<file path="src/rtl/systolic_ctrl_pkg.sv">
// Shared types and helpers for the systolic array tile-pass sequencer.
package systolic_ctrl_pkg;

  typedef enum logic [2:0] {
    IDLE,
    CLEAR,
    FEED,
    DRAIN,
    WAIT1,
    RESULT
  } sa_state_e;

  // Zero vectors needed to flush the diagonal skew out of a TILE_DIM array.
  function automatic int unsigned drain_cycles(input int unsigned tile_dim);
    return 2 * tile_dim - 1;
  endfunction

endpackage

</file>
<file path="src/rtl/sa_step_counter.sv">
// Up-counter with synchronous clear-load, enable and terminal-count compare.
module sa_step_counter #(
  parameter int unsigned W = 8
) (
  input  logic         clk,
  input  logic         rstn,
  input  logic         load,
  input  logic         en,
  input  logic [W-1:0] last,
  output logic [W-1:0] count,
  output logic         tc_c
);

  always_ff @(posedge clk or negedge rstn) begin
    if (!rstn) begin
      count <= '0;
    end else if (load) begin
      count <= '0;
    end else if (en) begin
      count <= count + W'(1);
    end
  end

  assign tc_c = (count == last);

endmodule

</file>
<file path="src/rtl/systolic_ctrl.sv">
// Sequences one systolic tile pass: clear, feed k vectors, drain skew, hand off result.
module systolic_ctrl
  import systolic_ctrl_pkg::*;
#(
  parameter int unsigned TILE_DIM = 64,
  parameter int unsigned K_W      = 16,
  parameter int unsigned ADDR_W   = 10
) (
  input  logic              clk,
  input  logic              rstn,
  input  logic              start,
  input  logic [K_W-1:0]    k_len,
  input  logic              stall,
  output logic              busy,
  output logic              rd_en,
  output logic [ADDR_W-1:0] rd_addr,
  output logic              arr_clr_n,
  output logic              arr_enb,
  output logic              zero_sel,
  output logic              res_valid,
  input  logic              res_ready,
  output logic              done
);

  localparam int unsigned D  = drain_cycles(TILE_DIM);
  localparam int unsigned DW = $clog2(D + 1);

  sa_state_e      state;
  logic [K_W-1:0] k_lat;
  logic [K_W-1:0] feed_cnt;
  logic [DW-1:0]  drain_cnt;
  logic           feed_tc;
  logic           drain_tc;
  logic           step;
  logic           accept;
  logic           feed_en;
  logic           drain_en;

  // Progress qualifiers; rd_en must drop in the same cycle a stall appears.
  always_comb begin
    step     = ((state == FEED) || (state == DRAIN)) && !stall;
    accept   = (state == IDLE) && start && (k_len != '0);
    feed_en  = step && (state == FEED) && !feed_tc;
    drain_en = step && (state == DRAIN) && !drain_tc;
  end

  assign rd_en   = step && (state == FEED);
  assign rd_addr = ADDR_W'(feed_cnt);

  sa_step_counter #(.W(K_W)) u_feed_cnt (
    .clk   (clk),
    .rstn  (rstn),
    .load  (accept),
    .en    (feed_en),
    .last  (k_lat - K_W'(1)),
    .count (feed_cnt),
    .tc_c  (feed_tc)
  );

  sa_step_counter #(.W(DW)) u_drain_cnt (
    .clk   (clk),
    .rstn  (rstn),
    .load  (accept),
    .en    (drain_en),
    .last  (DW'(D - 1)),
    .count (drain_cnt),
    .tc_c  (drain_tc)
  );

  // Array enables trail the buffer read by one cycle to match its read latency.
  always_ff @(posedge clk or negedge rstn) begin
    if (!rstn) begin
      state     <= IDLE;
      k_lat     <= '0;
      busy      <= 1'b0;
      arr_clr_n <= 1'b1;
      arr_enb   <= 1'b0;
      zero_sel  <= 1'b0;
      res_valid <= 1'b0;
      done      <= 1'b0;
    end else begin
      done      <= 1'b0;
      arr_clr_n <= 1'b1;
      arr_enb   <= step;
      zero_sel  <= step && (state == DRAIN);
      case (state)
        IDLE: begin
          if (accept) begin
            k_lat     <= k_len;
            busy      <= 1'b1;
            arr_clr_n <= 1'b0;
            state     <= CLEAR;
          end
        end
        CLEAR: state <= FEED;
        FEED: begin
          if (step && feed_tc) state <= DRAIN;
        end
        DRAIN: begin
          if (step && drain_tc) state <= WAIT1;
        end
        WAIT1: begin
          res_valid <= 1'b1;
          state     <= RESULT;
        end
        RESULT: begin
          if (res_ready) begin
            res_valid <= 1'b0;
            busy      <= 1'b0;
            done      <= 1'b1;
            state     <= IDLE;
          end
        end
        default: state <= IDLE;
      endcase
    end
  end

endmodule

</file>
<file path="config.mk">
export PLATFORM = sky130hd
export DESIGN_NAME = systolic_ctrl
export DESIGN_NICKNAME = d
export VERILOG_FILES = /design/src/rtl/systolic_ctrl_pkg.sv /design/src/rtl/sa_step_counter.sv /design/src/rtl/systolic_ctrl.sv
export SDC_FILE = /design/constraint.sdc
export NUM_CORES = 1
export LEC_CHECK = 0
export ABC_AREA = 1
export CORE_ASPECT_RATIO = 2
export CORE_MARGIN = 8
export CORE_UTILIZATION = 56
export CTS_CLUSTER_SIZE = 12
export DETAILED_ROUTE_END_ITERATION = 10
export GPL_TIMING_DRIVEN = 0
export PLACE_DENSITY = 0.81
export SETUP_SLACK_MARGIN = 0.3
export SLEW_MARGIN = 20
export SYNTH_ARGS = -nofsm -noshare
export SYNTH_HDL_FRONTEND = slang
export SYNTH_SLANG_ARGS = --single-unit
export TNS_END_PERCENT = 20
</file>
<file path="constraint.sdc">
create_clock -name clk -period 2.8 [get_ports clk]
set_clock_uncertainty 0.15 [all_clocks]
set_input_delay 0.28 -clock clk [delete_from_list [all_inputs] [get_ports clk]]
set_output_delay 0.28 -clock clk [all_outputs]
set_load 0.03 [all_outputs]
</file>
After elaboration in Yosys (flattened, before gate mapping)
Cells that the tools add are included.
{"block": "totals", "in_bits": 21, "word_cells": 64, "reg_bits": 48, "out_inout_bits": 17}
{"block": "classes", "n_reduce_logical": 23, "n_mux": 17, "add_sub_neg": 3, "eq_ne": 11}
{"op": "$mux 16", "count": 2}
{"op": "$pmux 3 s6", "count": 1}
{"op": "$add 16x1->16 const B", "count": 1}
{"op": "$eq 16x16->1", "count": 1}
{"op": "$reduce_bool 16->1", "count": 1}
{"op": "$sub 16x1->16 const B", "count": 1}
{"op": "$mux 7", "count": 2}
{"op": "$mux 3", "count": 4}
{"op": "$logic_and 1x1->1", "count": 9}
{"op": "$reduce_bool 2->1", "count": 4}
{"op": "$add 7x1->7 const B", "count": 1}
{"op": "$eq 7x7->1 const B", "count": 1}
{"op": "$eq 3x2->1 const B", "count": 2}
{"op": "$eq 3x3->1 const B", "count": 2}
{"op": "$mux 1", "count": 6}
{"op": "$ne 2x1->1 const B", "count": 2}
{"op": "$ne 2x2->1 const B", "count": 2}
{"op": "$pmux 1 s2", "count": 2}
{"op": "$reduce_and 2->1", "count": 2}
{"op": "$reduce_and 4->1", "count": 1}
{"op": "$eq 3x1->1 const B", "count": 1}
{"op": "$logic_not 1->1", "count": 3}
{"op": "$logic_not 3->1", "count": 1}
{"op": "$reduce_and 3->1", "count": 1}
{"op": "$logic_or 1x1->1", "count": 1}

Depth between registers and ports, before layout
{"block": "depth", "word_depth": 7, "depth_mapped": 16, "depth_no_buf": 15}

By module
A second synthesis with hierarchy kept.
{"block": "hier_totals", "hier_cells": 427, "hier_area_um2": 3175.5}
{"module": "systolic_ctrl", "seq_area_each_um2": 626.9, "instances": 1, "area_per_inst_um2": 1549.0, "cells_per_inst": 191}
{"module": "sa_step_counter (u_feed_cnt)", "seq_area_each_um2": 400.4, "instances": 1, "area_per_inst_um2": 1131.1, "cells_per_inst": 156}
{"module": "sa_step_counter (u_drain_cnt)", "seq_area_each_um2": 175.2, "instances": 1, "area_per_inst_um2": 495.5, "cells_per_inst": 80}

Worst setup path before layout
OpenSTA, ideal clock, no wires.
{"block": "synth_timing", "path_type": "register to register", "from": "reg k_lat[0]", "to": "reg u_feed_cnt.count[9]", "setup_slack_ns": 0.750, "synth_period_minus_slack_ns": 2.050, "t_arrival_ns": 1.783, "path_buffers": 1, "t_required_ns": 2.533, "path_stages_with_launch": 15, "setup_ns": 0.117, "path_cell_list": "dfrtp_1 -> inv_2 -> ha_1 -> nand2_1 -> nor2_2 -> nand3_1 -> nand3_1 -> nand2_1 -> nor2_2 -> nand2_2 -> nor2_4 -> nand2_4 -> buf_2 -> nand4_1 -> nand2_1"}
{"block": "synth_via", "elab_chain_cells": 5}
{"element": "start: declaration", "line_no": "systolic_ctrl.sv:29", "source": "logic [K_W-1:0] k_lat;"}
{"element": "start signal: assignment", "line_no": "systolic_ctrl.sv:89", "source": "k_lat <= k_len;"}
{"element": "$sub 16x1->16", "line_no": "systolic_ctrl.sv:55", "source": ".last (k_lat - K_W'(1)),"}
{"element": "$eq 16x16->1", "line_no": "sa_step_counter.sv:24", "source": "assign tc_c = (count == last);"}
{"element": "$logic_not 1->1", "line_no": "systolic_ctrl.sv:43", "source": "feed_en = step && (state == FEED) && !feed_tc;"}
{"element": "$logic_and 1x1->1", "line_no": "systolic_ctrl.sv:43"}
{"element": "$reduce_bool 2->1 (no line)"}
{"element": "end signal: assignment", "line_no": "sa_step_counter.sv:20", "source": "count <= count + W'(1);"}
{"element": "end: declaration", "line_no": "sa_step_counter.sv:10", "source": "output logic [W-1:0] count,"}
Every way passes these cells.
A chain may end at the register's enable or synchronous reset.

Worst setup path after layout
{"block": "layout_timing", "from": "reg state[2]", "to": "out rd_en"}
{"block": "layout_via", "elab_chain_cells": 4, "word_cells_on_any_way": 5, "cone_classes": "eq/ne: 2; reduce/logical: 3"}
{"element": "start: declaration", "line_no": "systolic_ctrl.sv:28", "source": "sa_state_e state;"}
{"element": "start signal: assignment", "line_no": "systolic_ctrl.sv:73", "source": "state <= IDLE;"}
{"element": "start signal: assignment", "line_no": "systolic_ctrl.sv:92", "source": "state <= CLEAR;"}
{"element": "start signal: assignment", "line_no": "systolic_ctrl.sv:95", "source": "CLEAR: state <= FEED;"}
{"element": "$eq 3x2->1", "line_no": "systolic_ctrl.sv:41", "source": "step = ((state == FEED) || (state == DRAIN)) && !stall;"}
{"element": "$logic_or 1x1->1 (*)", "line_no": "systolic_ctrl.sv:41"}
{"element": "$logic_and 1x1->1 (*)", "line_no": "systolic_ctrl.sv:41"}
{"element": "net step", "line_no": "systolic_ctrl.sv:34", "source": "logic step;"}
{"element": "$logic_and 1x1->1 (*)", "line_no": "systolic_ctrl.sv:47", "source": "assign rd_en = step && (state == FEED);"}
{"element": "end: declaration", "line_no": "systolic_ctrl.sv:15", "source": "output logic rd_en,"}
Mark *: on every way through the listed nets, which the timed path passes. The rest lies on a longest branch.

==> results.cfg <==
[run_status]
status = completed

[detailed_routing]
drcViolationCount = 0
first_pass_iters = 4
wl_per_cell_um = 14.2
vias_per_cell = 5.45
num_vias = 2967
wirelength_um = 7730
drt-initial-drc-count = 276
ant_nets = 0

[yosys]
synthXorXnorAreaFrac_pct = 7.18
synth_mux_area_share_pct = 0
synth_top_cell_area_share_pct = 37.1
synth_compound_area_share_pct = 5.52
syn_area_per_cell_um2 = 7.27
synth_area_um2 = 3170
syn-instance-count = 436
ys_ff_latch = 48
yosys.area.top_type = dfrtp_1
synth-main-ff-cell = dfrtp_1
synth_edf_count = 0
synth-adder-area-share_pct = 1.58
yosys_warnings = 0
synthArstFlopShare_pct = 100
synth.area.top_cells = dfrtp_1 (37%), nand2_1 (12%), nand3_1 (8.4%)
synth_top_family_by_area = simple AND/OR/NAND/NOR gates
synth.most_common_cell = nand2_1
yosys-top-cells-count = nand2_1 (101), nand3_1 (53), inv_1 (48)
ys_types = 29
synth-simple-area-share_pct = 37.3
syn_nets = 461
yosysSeqAreaShare_pct = 37.9

[critical_path]
reg2reg_from = k_lat[1]
r2r_end = u_feed_cnt.count[15]
rrSetupSlack_ns = 0.52
cp-start-kind = flip-flop
crit_fanout = 10
critPathKind = flip-flop to output pin
crit_end = rd_en
worst-endpoint-required_ns = 2.37
cp.arrival_ns = 2.01
startpoint = state[2]
endpoint_kind = output pin
worst_r2r_path_depth = 14

[grt]
grt_max_degree = 32
antenna_found_initial = 0
grt_pass1_vias = 3062
grt-ovfl-total = 0
grt.total_usage_pct = 18.8
grt_first_pass_wirelength_um = 13400

[timing]
fmax_mhz = 410
finalWorstSetupSlack_ns = 0.362
finalSetupViolCount = 0
worstMarginPinSlew_ns = 0.562
slew-limit-headroom_pct = 62.6
fin_hold_ws_ns = 0.311
slew_viol_final = 0
setup-tns-final_ns = 0
hold_violations = 0
fin_crit_sh_pct = 87.1
fin_crit_ns = 2.44
rsz0062_at_grt = true

[flow_run]
max_cap_viol_count = 0

[clock_tree]
cts_buffer_depth = 2
insertion_delay_ns = 0.29
clk_pin_slew_ns = 0.07
cts_tree = done
cts.sinks = 48
cts_root_buf = clkbuf_16
post_cts_buffers = 0
h-tree-depth = 2
cts_made_buffers = 5

[place]
dp_cells = 535
place_area_um2 = 3630
pre_cts_slack_ns = -0.211
io_buffers = 37
globalplace.congestion = 0.906
hpwl_um = 5930

[floorplan]
rows = 39
start_util_pct = 56.5
die_h_um = 122
io_pins = 38
die-area_um2 = 8470
core_area_um2 = 5610
chipWidth_um = 69.2

[power_and_ir_drop]
p_sw_mw = 1.45
p_total_mw = 3.26
combPwrFrac_pct = 47.4
pwr-share-clk_pct = 18.4
leakage_nw = 1.83
ir_drop_uv = 625
powerDensity_nw_per_um2 = 854
p_int_mw = 1.81
netSwitchingFraction_pct = 44.4
seqPwrFrac_pct = 34.2

[cells_and_area]
fin_nets = 507
syn2layout_area_growth_pct = 20.6
nFillCells = 471
stdcell_area_um2 = 3820
fin_cells = 544
antenna_cells = 0
drive_gt1_share_pct = 11.8
post-route-util_pct = 68.1

[hold_path]
min_path_type = input pin to asynchronous set/reset pin
## cells in the final DEF, fill, tap and decap left out, drive strengths merged, types with 2 or more instances in the layout
| cell | instances |
|---|---|
| a21oi | 8 |
| clkinvlp | 2 |
| xnor2 | 4 |
| o21ai | 24 |
| clkdlybuf4s50 | 35 |
| clkbuf | 9 |
| nor2 | 52 |
| nand2 | 109 |
| xor2 | 22 |
| buf | 19 |
| nor3 | 8 |
| nand3 | 54 |
| dfrtp | 47 |
| inv | 52 |
| nor4 | 7 |
| and3 | 2 |
| nand4 | 18 |
| ha | 4 |
## routing by layer
metal  routed length [um]  GRT usage (%)  vias up  share of wire [%]
met2                 3790           32.9       82                 49
met3                  340           3.16       22                4.4
met5                    0              0        -                  0
met4                  342           10.8        0                4.4
li1                     -              -     1497                  -
met1                 3260           21.1     1366                 42
## registers in the layout (all words and copies together) (netlist names), 3 cells and up
signal             cells
k_lat                 16
u_feed_cnt.count      16
u_drain_cnt.count      7
state                  3
## power groups by stage
stage	clock network, mW	logic [mW]	registers (mW)
4_1_cts	0.613	1.53	1.11
2_1_floorplan	0	1.10	1.12
3_5_place_dp	0	1.51	1.12
5_1_grt	0.637	1.75	1.14
6_report	0.600	1.55	1.12
3_3_place_gp	0	1.47	1.12
## worst max-delay path, cell delays in order, from the launching register on
cell and delay, ns:
dfrtp_1 0.45, nor3_2 0.30, inv_1 0.13, nor2_4 0.28, buf_4 0.24, clkdlybuf4s15_2 0.31
## logic make-up after synthesis
kind of cell    after synthesis
compound gates               34
simple gates                251
buf+inv                      73
flops                        48
fa+ha+maj                     4
xor+xnor                     26
## worst min-delay path by stage
stage | cells after the start | slack [ns] | from | endpoint
after floorplan | 0 | -0.17 | rstn | arr_enb
final | 2 | 0.31 | rstn | u_drain_cnt.count[5]
after global placement | 2 | 0.34 | k_lat[15] | k_lat[15]
after detailed placement | 1 | 0.1 | rstn | u_drain_cnt.count[5]
after global routing | 2 | 0.35 | rstn | u_drain_cnt.count[5]
after CTS | 2 | 0.32 | rstn | u_drain_cnt.count[5]
## area by class of cell
class	instances	area (um^2)	area share [%]
clock buffer	5	125	3.27
inverter	52	195	5.11
tap	61	76.3	2.00
sequential	48	1200	31.5
multi-input combinational	315	1660	43.5
clock inverter	3	23.8	0.622
timing repair buffer	39	397	10.4
buffer	21	141	3.70
## timing repair
item,CTS,global route
pin swaps,0,0
endpoints found under the setup margin,1,12
endpoints found under the hold margin,17,0
hold buffers,1,0
gates resized for setup,5,4
Note: power is estimated with default switching activity, not from simulation.
